`src/rtl/retire_halt_dumper.sv`:
```
// rtl/retire_halt_dumper.sv - end-of-run halt detector that dumps a data-memory window on a valid/ready stream
// Optional retired-instruction counter: define RETIRE_COUNT_EN.
module retire_halt_dumper #(
  parameter logic [31:0] HALT_PC        = 32'h0000009c,
  parameter logic [31:0] TIMEOUT_CYCLES = 32'd4000000,
  parameter logic [31:0] DUMP_BASE      = 32'd0,
  parameter logic [31:0] DUMP_WORDS     = 32'd1000,
  parameter int          ADDR_W         = 15,
  parameter int          DATA_W         = 32
) (
  input  logic              clk,
  input  logic              reset_n,
  input  logic              ret_valid,
  input  logic [31:0]       ret_pc,
  input  logic [DATA_W-1:0] ret_wb_data,
  output logic              mem_re,
  output logic [ADDR_W-1:0] mem_addr,
  input  logic [DATA_W-1:0] mem_rdata,
  output logic              dump_valid,
  input  logic              dump_ready,
  output logic [31:0]       dump_addr,
  output logic [DATA_W-1:0] dump_data,
  output logic              done,
  output logic [1:0]        halt_cause,
  output logic [DATA_W-1:0] final_wb,
  output logic [31:0]       cycle_count,
  output logic [31:0]       retire_count
);

  typedef enum logic [2:0] {
    S_RUN,
    S_FETCH,
    S_CAPTURE,
    S_PRESENT,
    S_DONE
  } state_t;

  localparam int          NBYTES       = DATA_W / 8;
  localparam logic [31:0] LAST_IDX     = (DUMP_WORDS == 32'd0) ? 32'd0 : DUMP_WORDS - 32'd1;
  localparam logic [31:0] TIMEOUT_LAST = TIMEOUT_CYCLES - 32'd1;
  localparam logic [31:0] CNT_MAX      = 32'hffff_ffff;

  state_t            state;
  state_t            state_next;
  logic [31:0]       idx;
  logic [31:0]       word_idx;
  logic              pc_hit;
  logic              timeout_hit;
  logic [DATA_W-1:0] rdata_rev;

  assign word_idx    = DUMP_BASE + idx;
  assign pc_hit      = ret_valid && (ret_pc == HALT_PC);
  assign timeout_hit = (TIMEOUT_CYCLES != 32'd0) && (cycle_count == TIMEOUT_LAST);

  // Display order: lowest-addressed byte ends up in the MSBs.
  always_comb begin
    rdata_rev = '0;
    for (int b = 0; b < NBYTES; b++) begin
      rdata_rev[8*(NBYTES-1-b) +: 8] = mem_rdata[8*b +: 8];
    end
  end

  always_ff @(posedge clk or negedge reset_n) begin
    if (!reset_n) begin
      state <= S_RUN;
    end else begin
      state <= state_next;
    end
  end

  always_comb begin
    state_next = state;
    mem_re     = 1'b0;
    mem_addr   = '0;
    dump_valid = 1'b0;
    done       = 1'b0;
    case (state)
      S_RUN: begin
        if (pc_hit || timeout_hit) begin
          state_next = (DUMP_WORDS == 32'd0) ? S_DONE : S_FETCH;
        end
      end
      S_FETCH: begin
        mem_re     = 1'b1;
        mem_addr   = ADDR_W'(word_idx);
        state_next = S_CAPTURE;
      end
      S_CAPTURE: begin
        state_next = S_PRESENT;
      end
      S_PRESENT: begin
        dump_valid = 1'b1;
        if (dump_ready) begin
          state_next = (idx == LAST_IDX) ? S_DONE : S_FETCH;
        end
      end
      S_DONE: begin
        done = 1'b1;
      end
      default: begin
        state_next = S_RUN;
      end
    endcase
  end

  always_ff @(posedge clk or negedge reset_n) begin
    if (!reset_n) begin
      idx         <= '0;
      cycle_count <= '0;
      halt_cause  <= 2'b00;
      final_wb    <= '0;
      dump_data   <= '0;
      dump_addr   <= '0;
    end else begin
      if (state == S_RUN) begin
        if (cycle_count != CNT_MAX) begin
          cycle_count <= cycle_count + 32'd1;
        end
        // A PC hit wins over a coincident timeout.
        if (pc_hit) begin
          final_wb   <= ret_wb_data;
          halt_cause <= 2'b01;
        end else if (timeout_hit) begin
          final_wb   <= '0;
          halt_cause <= 2'b10;
        end
      end
      if (state == S_CAPTURE) begin
        dump_data <= rdata_rev;
        dump_addr <= {word_idx[29:0], 2'b00};
      end
      if ((state == S_PRESENT) && dump_ready && (idx != LAST_IDX)) begin
        idx <= idx + 32'd1;
      end
    end
  end

`ifdef RETIRE_COUNT_EN
  always_ff @(posedge clk or negedge reset_n) begin
    if (!reset_n) begin
      retire_count <= '0;
    end else if ((state == S_RUN) && ret_valid && (retire_count != CNT_MAX)) begin
      retire_count <= retire_count + 32'd1;
    end
  end
`else
  assign retire_count = '0;
`endif

endmodule

```
`config.mk`:
```
export PLATFORM = sky130hd
export DESIGN_NAME = retire_halt_dumper
export DESIGN_NICKNAME = d
export VERILOG_FILES = /design/src/rtl/retire_halt_dumper.sv
export SDC_FILE = /design/constraint.sdc
export NUM_CORES = 1
export LEC_CHECK = 0
export ABC_AREA = 1
export CORE_AREA = 3 3 147 149
export DETAILED_ROUTE_END_ITERATION = 16
export DIE_AREA = 0 0 150 152
export PLACE_DENSITY_LB_ADDON = 0.1
export SLEW_MARGIN = 20
export SYNTH_ARGS = -nofsm -noshare
export SYNTH_HDL_FRONTEND = slang
export SYNTH_SLANG_ARGS = --single-unit
export TNS_END_PERCENT = 100
```
`constraint.sdc`:
```
create_clock -name clk -period 1.5 [get_ports clk]
set_input_delay 0.225 -clock clk [delete_from_list [all_inputs] [get_ports clk]]
set_output_delay 0.225 -clock clk [all_outputs]
set_load 0.02 [all_outputs]
```
==> metrics.md, run 1 <==
| Metric | Value |
|---|---|
| Status | complete, but fails checks |
| Failing checks | setup timing |
| Dpl hpwl | 20620 µm |
| Register-to-Register Path Depth | 11 |
| CTS tree | yes |
| Synthesized instance count | 1081 |
| Distinct cells, synth | 30 |
| FMAX | 0.5644 GHz |
| Vias | 9318 |
| Via/cell ratio | 4.925 |
| Fin crit share | 118.1% |
| Pwr Total | 0.01178 W |
| WP depth | 5 |
| Layout cells sized above 1 | 44.88% |
| Clk buf depth | 2 |
| Layout fillers | 1345 |
| Starting Density | 42.11% |
| Row count | 52 |
| Vias in the first global route | 9012 |
| Final Max Tran Viols | 0 |
| WL/cell | 17.53 µm |
| RSZ-0062 raised after global routing | true |
| Yosys Warn Count | 0 |
| Flop2flop setup slack | -0.27 ns |
| Syn Std Cell Area | 8548 µm² |
| Crit path arrival time | 1.55 ns |
| Clock Skews | 0.02156 ns |
| Commonest non-fill, non-tap cells in the layout | nand2_1 (275), buf_4 (203), dfrtp_1 (144) |
| Num CTS Buffers | 17 |
| Die Span X | 150 µm |
| Critical Path, Cell by Cell | nor3_4, inv_2, buf_12, nor2_2, buf_4 |
| Static Leak | 7.857 nW |
| Root Driver | clkbuf_16 |
| First-pass GRT wire length | 47270 µm |
| Pre-antenna DRT Iters | 5 |
| PortBufs | 245 |
| Largest net degree at the start of global routing | 39 |
| Area growth syn-to-layout | 86.74% |
| Overall global routing resource usage | 26.00% |
| Syn Area/Cell | 7.908 µm² |
| Critical-path top delay cell | dfrtp_1 |
| Worst hold path class | input port to async pin |
| Setup-failing EPs final | 148 |
| Multi-input logic area | 5182 µm² |
| Startpoint Class | flop |
| Post-route ant nets | 0 |
| Inserted Diodes | 0 |
| Setup ws final | -0.2719 ns |
| Post-layout nets | 1711 |
| Worst path bufs/invs | 3 |
| FF+latch area | 4103 µm² |
| P per Cell Area | 737.8 nW/µm² |
| CP max FO | 16 |
| Top-level port count | 280 |
| Initial DRC Count | 411 |
| Die height | 152 µm |
| Crit Path Class | flop to output port |
| Commonest non-fill, non-tap cell in the layout | nand2_1 |
| Post-route minimum period | 1.772 ns |
| Top delay family on crit path | flip-flops |
| Clk slew on worst S/H paths | 0.07 ns |
| Slowest stage delay, CP | 0.42 ns |
| Hold Fails Final Rpt | 0 |
| Post-Route WL | 33170 µm |
| Full die area | 22800 µm² |
| Core Area | 20300 µm² |
| Final Core Density | 78.64% |
| Setup crit end kind | output port |
| Skew-Pair Late Insertion Delay | 0.43 ns |
| H-tree depth | 4 |
| Maxcap violations | 0 |
| CTS Sinks | 163 |
| Worst vdd ir | 0.7119 mV |
| Sequential element share of the synthesized area | 47.72% |
| Initial antenna violation count | 0 |
| RD Place Congestion | 0.9468 |
| GRT overflow | 0 |
| Required @ worst endpoint | 1.27 ns |
| DR DRC count | 0 |
| Hold_ws | 0.2579 ns |
| Synth Register Bits | 163 |
routing by layer:
layer,part of all wire (%),GRT usage [%]
met1,39,31.76
met4,3.2,8.627
met5,0,0
met3,4.7,5.153
met2,53,45.69
state kept, by name (all words and copies together) (netlist names):
| register | count |
|---|---|
| final_wb | 32 |
| state | 3 |
| dump_data | 32 |
| dump_addr | 30 |
| idx | 32 |
| cycle_count | 32 |
| halt_cause | 2 |
what timing repair did:
action,CTS,global route
endpoints found under the hold margin,28,0
buffers inserted,28,35
gates cloned,21,17
gates resized for setup,468,321
pin swaps,48,50
hold buffers,1,0
endpoints found under the setup margin,248,196
logic make-up after synthesis:
logic type                 Yosys count  share of synthesized area, %
and+or+nand+nor                    650                         31.31
DFF                                163                         47.72
buffers and inverters              138                         9.060
AOI/OAI and AO/OA                   77                         5.518
muxes                               32                         4.216
xor gates and xnor gates            18                         1.844
adders and majority gates            2                        0.2927
other                                1                       0.04387
worst reg2reg max path, cell delays in order, from the launching register on:
cell and delay, ns:
dfrtp_2 0.45, buf_12 0.14, nor2_4 0.09, nand4_1 0.16, nor2_4 0.17, nand2_4 0.08, nand2_4 0.09, nand2_8 0.09
buf_12 0.14, buf_16 0.14, nand2_2 0.06, nand2_2 0.06
worst paths after layout:
| check | endpoint | startpoint |
|---|---|---|
| min in group clk | final_wb[22]$_DFFE_PN0P_ | ret_wb_data[22] |
| max | mem_addr[1] | state[1]$_DFFE_PN0P_ |
| max in group asynchronous | final_wb[29]$_DFFE_PN0P_ | reset_n |
| max reg2reg | final_wb[11]$_DFFE_PN0P_ | cycle_count[25]$_DFFE_PN0P_ |
| min | cycle_count[0]$_DFFE_PN0P_ | reset_n |
| min reg2reg | final_wb[21]$_DFFE_PN0P_ | final_wb[21]$_DFFE_PN0P_ |
metrics by stage:
stage	instances	area, µm²	setup slack [ns]	TNS, ns
finish	1892	15960	-0.2719	-23.99
global route	1892	15960	-0.3353	-32.48
CTS	1855	14730	-0.2886	-24.98
detailed placement	1775	12940	-0.3424	-25.67
global placement	1775	12940	-0.3335	-23.33
floorplan	1114	8906	-0.04219	-2.220
cell usage after synthesis, drive strengths merged:
| master | n | area [µm²] |
|---|---|---|
| clkbuf | 4 | 15.01 |
| nand4 | 10 | 62.56 |
| dfrtp | 163 | 4079 |
| nand3 | 45 | 237.7 |
| ha | 2 | 25.02 |
| buf | 59 | 475.5 |
| xnor2 | 3 | 26.28 |
| nand3b | 11 | 82.58 |
| nand2 | 423 | 1595 |
| nor3b | 1 | 7.510 |
| xor2 | 15 | 131.4 |
| inv | 75 | 284.0 |
| nor2 | 130 | 498.0 |
| conb | 1 | 3.750 |
| nor3 | 30 | 192.7 |
| o21ai | 76 | 462.9 |
| a21oi | 1 | 8.760 |
| mux2 | 32 | 360.4 |
where the power goes:
group          switching (W)  internal (W)
clock                0.00203       0.00251
sequential          0.000220       0.00480
combinational        0.00108       0.00113
total                0.00333       0.00845
final cells by class:
class / instances / share of cell area, %
Clock buffer: 18 / 2.689
Tap cell: 270 / 2.116
Inverter: 75 / 2.038
Multi-Input combinational cell: 813 / 32.47
Sequential cell: 163 / 25.70
Timing Repair Buffer: 533 / 33.41
Timing Repair inverter: 6 / 0.5408
Clock inverter: 14 / 1.035
Note: power is estimated with default switching activity, not from simulation.
==> inputs of run 2 (changes only) <==
--- a/config.mk
+++ b/config.mk
@@ -9,6 +9,7 @@
 export CORE_AREA = 3 3 147 149
 export DETAILED_ROUTE_END_ITERATION = 16
 export DIE_AREA = 0 0 150 152
+export GPL_ROUTABILITY_DRIVEN = 0
 export PLACE_DENSITY_LB_ADDON = 0.1
 export SLEW_MARGIN = 20
 export SYNTH_ARGS = -nofsm -noshare
==> metrics.md, run 2 (same netlist as run 1, synthesis figures left out) <==
| Metric | Value |
|---|---|
| Dpl hpwl | 20530 µm |
| CTS Sinks | 163 |
| WL/cell | 17.79 µm |
| Final cell count without fillers | 1893 |
| Reg power frac | 42.5% |
| Fin crit share | 120.2% |
| Worst path bufs/invs | 3 |
| Crit Path Class | flop to output port |
| Top delay family on crit path | buffers and inverters |
| Post-layout nets | 1713 |
| Placed insts | 1767 |
| Pre-antenna DRT Iters | 6 |
| Area growth syn-to-layout | 86.23% |
| CP max FO | 8 |
| Num CTS Buffers | 17 |
| Clk buf depth | 2 |
| Vias | 9496 |
| Required @ worst endpoint | 1.27 ns |
| Post-Route WL | 33680 µm |
| H-tree depth | 4 |
| Overall global routing resource usage | 26.98% |
| Status | complete, but fails checks |
| Clk pwr share | 40.4% |
| Initial antenna violation count | 0 |
| Sw Pwr | 0.003294 W |
| Commonest non-fill, non-tap cells in the layout | nand2_1 (276), buf_4 (213), dfrtp_1 (144) |
| Inserted Diodes | 0 |
| Clk slew on worst S/H paths | 0.08 ns |
| Setup-failing EPs final | 180 |
| Crit path to | mem_addr[7] |
| First-pass GRT wire length | 49110 µm |
| Worst vdd ir | 0.7460 mV |
| Clock Skews | 0.01581 ns |
| Flop2flop setup slack | -0.25 ns |
| CTS tree | yes |
| Slowest stage delay, CP | 0.41 ns |
| Failing checks | setup timing |
| Worst setup path start | state[1]$_DFFE_PN0P_ |
| PortBufs | 245 |
| Layout cells sized above 1 | 45.53% |
| Starting Density | 42.11% |
| Post-route ant nets | 0 |
| Setup ws final | -0.3026 ns |
| Commonest non-fill, non-tap cell in the layout | nand2_1 |
| Row count | 52 |
| Startpoint Class | flop |
| P_int | 0.008491 W |
| Root Driver | clkbuf_16 |
| Via/cell ratio | 5.016 |
| DR DRC count | 0 |
| Setup crit end kind | output port |
| Initial DRC Count | 715 |
| Vias in the first global route | 9186 |
| FF-to-FF End | idx[21]$_DFFE_PN0P_ |
| Register-to-Register Path Depth | 12 |
| Net Sw Frac | 27.95% |
| Hold Fails Final Rpt | 0 |
| Crit path arrival time | 1.58 ns |
| WP depth | 5 |
| Hold_ws | 0.2072 ns |
| RSZ-0062 raised after global routing | true |
| Full die area | 22800 µm² |
| Critical Path, Cell by Cell | nor3_4, inv_2, clkbuf_16, nor2_4, buf_6 |
| Pwr Total | 0.01178 W |
| GRT overflow | 0 |
| Largest net degree at the start of global routing | 46 |
| Maxcap violations | 0 |
| Skew-Pair Late Insertion Delay | 0.43 ns |
| Comb pwr share | 17.2% |
| Die height | 152 µm |
| FMAX | 0.5548 GHz |
| Critical-path top delay cell | dfrtp_1 |
| Worst hold path class | input port to async pin |
| Post-route minimum period | 1.803 ns |
| Core Area | 20300 µm² |
| Top-level port count | 280 |
| Final Max Tran Viols | 0 |
| RR Startpoint | idx[1]$_DFFE_PN0P_ |
| P per Cell Area | 740.3 nW/µm² |
| Die Span X | 150 µm |
| Static Leak | 7.730 nW |
==> run 2: area by class of cell <==
| cell class | count | area [µm²] |
|---|---|---|
| Clock buffer | 18 | 439.2 |
| Clock inverter | 13 | 196.4 |
| Fill cell | 1329 | 4380 |
| Inverter | 75 | 319.1 |
| Multi-Input combinational cell | 813 | 5244 |
| Sequential cell | 163 | 4103 |
| Tap cell | 270 | 337.8 |
| Timing Repair Buffer | 536 | 5205 |
| Timing Repair inverter | 5 | 75.07 |
==> run 2: stage by stage <==
stage	instance area, µm²	setup TNS (ns)	worst slack, ns	utilization [%]
floorplan	8906	-2.220	-0.04219	-
global placement	12870	-22.64	-0.3209	63.41
detailed placement	12870	-24.32	-0.3699	63.41
CTS	14960	-22.13	-0.2743	73.71
global route	15920	-42.38	-0.3543	78.42
finish	15920	-30.01	-0.3026	78.42
==> run 2: worst register-to-register path: stages, from the launching register on <==
cell and delay [ns]:
dfrtp_1 0.40, ha_4 0.17, nand2_4 0.06, nor2_4 0.11, nand2_2 0.08, nor2_2 0.10, nand2_2 0.09, nand3_4 0.17
inv_8 0.08, buf_12 0.14, buf_16 0.14, nand2_2 0.05, nand2_1 0.04
==> run 2: worst min path at each step <==
stage / from / end / slack [ns]
2_1_floorplan: reset_n / cycle_count[0]$_DFFE_PN0P_ / -0.07
3_3_place_gp: reset_n / cycle_count[19]$_DFFE_PN0P_ / 0.09
3_5_place_dp: reset_n / cycle_count[3]$_DFFE_PN0P_ / 0.09
4_1_cts: reset_n / cycle_count[2]$_DFFE_PN0P_ / 0.21
5_1_grt: reset_n / cycle_count[2]$_DFFE_PN0P_ / 0.23
6_report: reset_n / cycle_count[2]$_DFFE_PN0P_ / 0.21
==> run 2: layer usage <==
| layer | vias to the layer above | track usage [%] | wire length (µm) |
|---|---|---|---|
| met5 | - | 0 | 0 |
| met4 | 0 | 8.061 | 1233 |
| met3 | 116 | 3.962 | 1881 |
| met2 | 376 | 48.97 | 18050 |
| met1 | 4590 | 32.84 | 12520 |
| li1 | 4414 | - | - |
==> run 2: power groups by stage <==
stage / sequential (W) / clock (W) / combinational, W
2_1_floorplan: 0.00558 / 0 / 0.000492
3_3_place_gp: 0.00506 / 0 / 0.00225
3_5_place_dp: 0.00509 / 0 / 0.00226
4_1_cts: 0.00499 / 0.00479 / 0.00198
5_1_grt: 0.00505 / 0.00501 / 0.00212
6_report: 0.00500 / 0.00476 / 0.00202
==> run 2: repair_timing <==
item,CTS,global route
pin swaps,47,61
endpoints found under the hold margin,163,0
gates cloned,19,5
hold buffers,1,0
buffers inserted,47,42
endpoints found under the setup margin,249,200
resized for setup,526,258
==> inputs of run 3 (changes only) <==
==> constraint.sdc (replaced) <==
create_clock -name clk -period 1.5 [get_ports clk]
set_input_delay 0.225 -clock clk [delete_from_list [all_inputs] [get_ports clk]]
set_output_delay 0.225 -clock clk [all_outputs]
set_load 0.1 [all_outputs]
==> metrics.md, run 3 (same netlist as run 1, synthesis figures left out) <==
| Metric | Value |
|---|---|
| CP max FO | 4 |
| Failing checks | setup timing |
| WP depth | 11 |
| Starting Density | 42.11% |
| Clk buf depth | 2 |
| H-tree depth | 4 |
| Vias in the first global route | 9458 |
| Grt peak-use layer | met2 |
| Post-route minimum period | 1.929 ns |
| Required @ worst endpoint | 1.84 ns |
| First-pass GRT wire length | 49800 µm |
| GR met2 Demand/Resource | 50.32% |
| Startpoint Class | flop |
| Placed insts | 1768 |
| Worst hold path class | input port to async pin |
| Post-Route WL | 38570 µm |
| Setup-failing EPs final | 129 |
| Hold Fails Final Rpt | 0 |
| Critical-path top delay cell | dfrtp_1 |
| Commonest non-fill, non-tap cells in the layout | nand2_1 (245), buf_4 (198), buf_12 (162) |
| PortBufs | 245 |
| RSZ-0062 raised after global routing | true |
| CTS Sinks | 163 |
| Core Area | 20300 µm² |
| Vias | 10080 |
| Final cell count without fillers | 1900 |
| GR Util met1 | 32.68% |
| RR Startpoint | idx[11]$_DFFE_PN0P_ |
| Clk pwr share | 29.4% |
| Largest net degree at the start of global routing | 49 |
| Top delay family on crit path | simple AND/OR/NAND/NOR gates |
| Inserted Diodes | 0 |
| Num CTS Buffers | 17 |
| Register-to-Register Path Depth | 11 |
| Final Core Density | 88.13% |
| Area growth syn-to-layout | 109.3% |
| Net Sw Frac | 40.32% |
| Dpl hpwl | 21650 µm |
| Post-route ant nets | 0 |
| Sw Pwr | 0.006511 W |
| DR DRC count | 0 |
| CTS tree | yes |
| Overall global routing resource usage | 27.65% |
| Post-layout nets | 1719 |
| Via/cell ratio | 5.303 |
| Setup_tns | -32.76 ns |
| Clock Skews | 0.01271 ns |
| Flop2flop setup slack | -0.43 ns |
| Reg power frac | 32.7% |
| Setup ws final | -0.4293 ns |
| Slowest stage delay, CP | 0.48 ns |
| GRT overflow | 0 |
| P_int | 0.009637 W |
| Crit Path Class | flop to flop |
| GR met3 Demand/Resource | 3.992% |
| Setup crit end kind | flop |
| Clk slew on worst S/H paths | 0.07 ns |
| WL/cell | 20.30 µm |
| Fin crit share | 128.6% |
| Initial antenna violation count | 0 |
| Row count | 52 |
| Skew-Pair Late Insertion Delay | 0.44 ns |
| P per Cell Area | 902.6 nW/µm² |
| Layout cells sized above 1 | 55.58% |
| Comb pwr share | 37.9% |
| Top-level port count | 280 |
| FMAX | 0.5183 GHz |
| Commonest non-fill, non-tap cell in the layout | nand2_1 |
| Worst vdd ir | 1.409 mV |
| Worst path bufs/invs | 3 |
| FF-to-FF End | idx[24]$_DFFE_PN0P_ |
| Critical Path, Cell by Cell | inv_2, buf_4, nor3_1, buf_4, nand2_1, nor2_1, nand2_1, nand2_1, nand2_1, nand2_4, o21ai_2 |
| Die height | 152 µm |
| Pre-antenna DRT Iters | 5 |
| Crit path arrival time | 2.27 ns |
| Static Leak | 8.172 nW |
| Final Max Tran Viols | 0 |
| Root Driver | clkbuf_16 |
| Maxcap violations | 0 |
| Status | complete, but fails checks |
| Full die area | 22800 µm² |
| Hold_ws | 0.2366 ns |
| Die Span X | 150 µm |
| Most frequent cell on the critical path | nand2_1 |
| Initial DRC Count | 902 |
run 3: per-layer routing:
layer | share of wire [%] | wire, µm
met4 | 4.9 | 1892
met5 | 0 | 0
met1 | 35 | 13590
met2 | 53 | 20450
met3 | 6.8 | 2630
run 3: timing repair:
action | in CTS | in global routing
hold endpoints to repair | 26 | 0
cloned | 17 | 9
setup endpoints to repair | 121 | 176
hold buffers | 1 | 0
buffers inserted | 41 | 61
pin swaps | 35 | 122
resized for setup | 142 | 371
run 3: worst max path at each step:
stage	slack [ns]	end	start
3_5_place_dp	-0.37	final_wb[5]$_DFFE_PN0P_	ret_pc[7]
6_report	-0.43	idx[24]$_DFFE_PN0P_	idx[11]$_DFFE_PN0P_
2_1_floorplan	-1.07	mem_addr[10]	state[0]$_DFFE_PN0P_
5_1_grt	-0.49	mem_addr[12]	state[0]$_DFFE_PN0P_
3_3_place_gp	-0.30	final_wb[29]$_DFFE_PN0P_	ret_pc[7]
4_1_cts	-0.41	mem_addr[1]	state[2]$_DFFE_PN0P_
run 3: per-stage QoR:
stage / setup slack, ns / power (W) / area, µm²
global placement: -0.3008 / 0.01127 / 14470
detailed placement: -0.3667 / 0.01137 / 14470
global route: -0.4879 / 0.01649 / 17890
finish: -0.4293 / 0.01615 / 17890
floorplan: -1.072 / 0.008863 / 9059
CTS: -0.4086 / 0.01600 / 16310
run 3: power by group through the flow:
stage	Combinational [W]	Clock, W	Sequential (W)
floorplan	0.000796	0	0.00807
global placement	0.00597	0	0.00530
detailed placement	0.00602	0	0.00534
CTS	0.00604	0.00470	0.00526
global route	0.00622	0.00496	0.00531
finish	0.00612	0.00475	0.00527
run 3: final cells by class:
class                      instances  area, µm²
clock buffer                      18      429.2
multi-input combinational        813       5395
timing repair buffer             545       6983
clock inverter                    14      188.9
tap                              270      337.8
timing repair inverter             2      22.52
sequential                       163       4174
inverter                          75      360.3
fill                             869       2409
run 3: worst register-to-register path, delay by kind of cell, from the launching register on:
kind,cells,cell delay [ns]
AND/OR/NAND/NOR,7,0.90
flip-flops,1,0.48
buffers and inverters,3,0.41
AO/OA/AOI/OAI,1,0.04
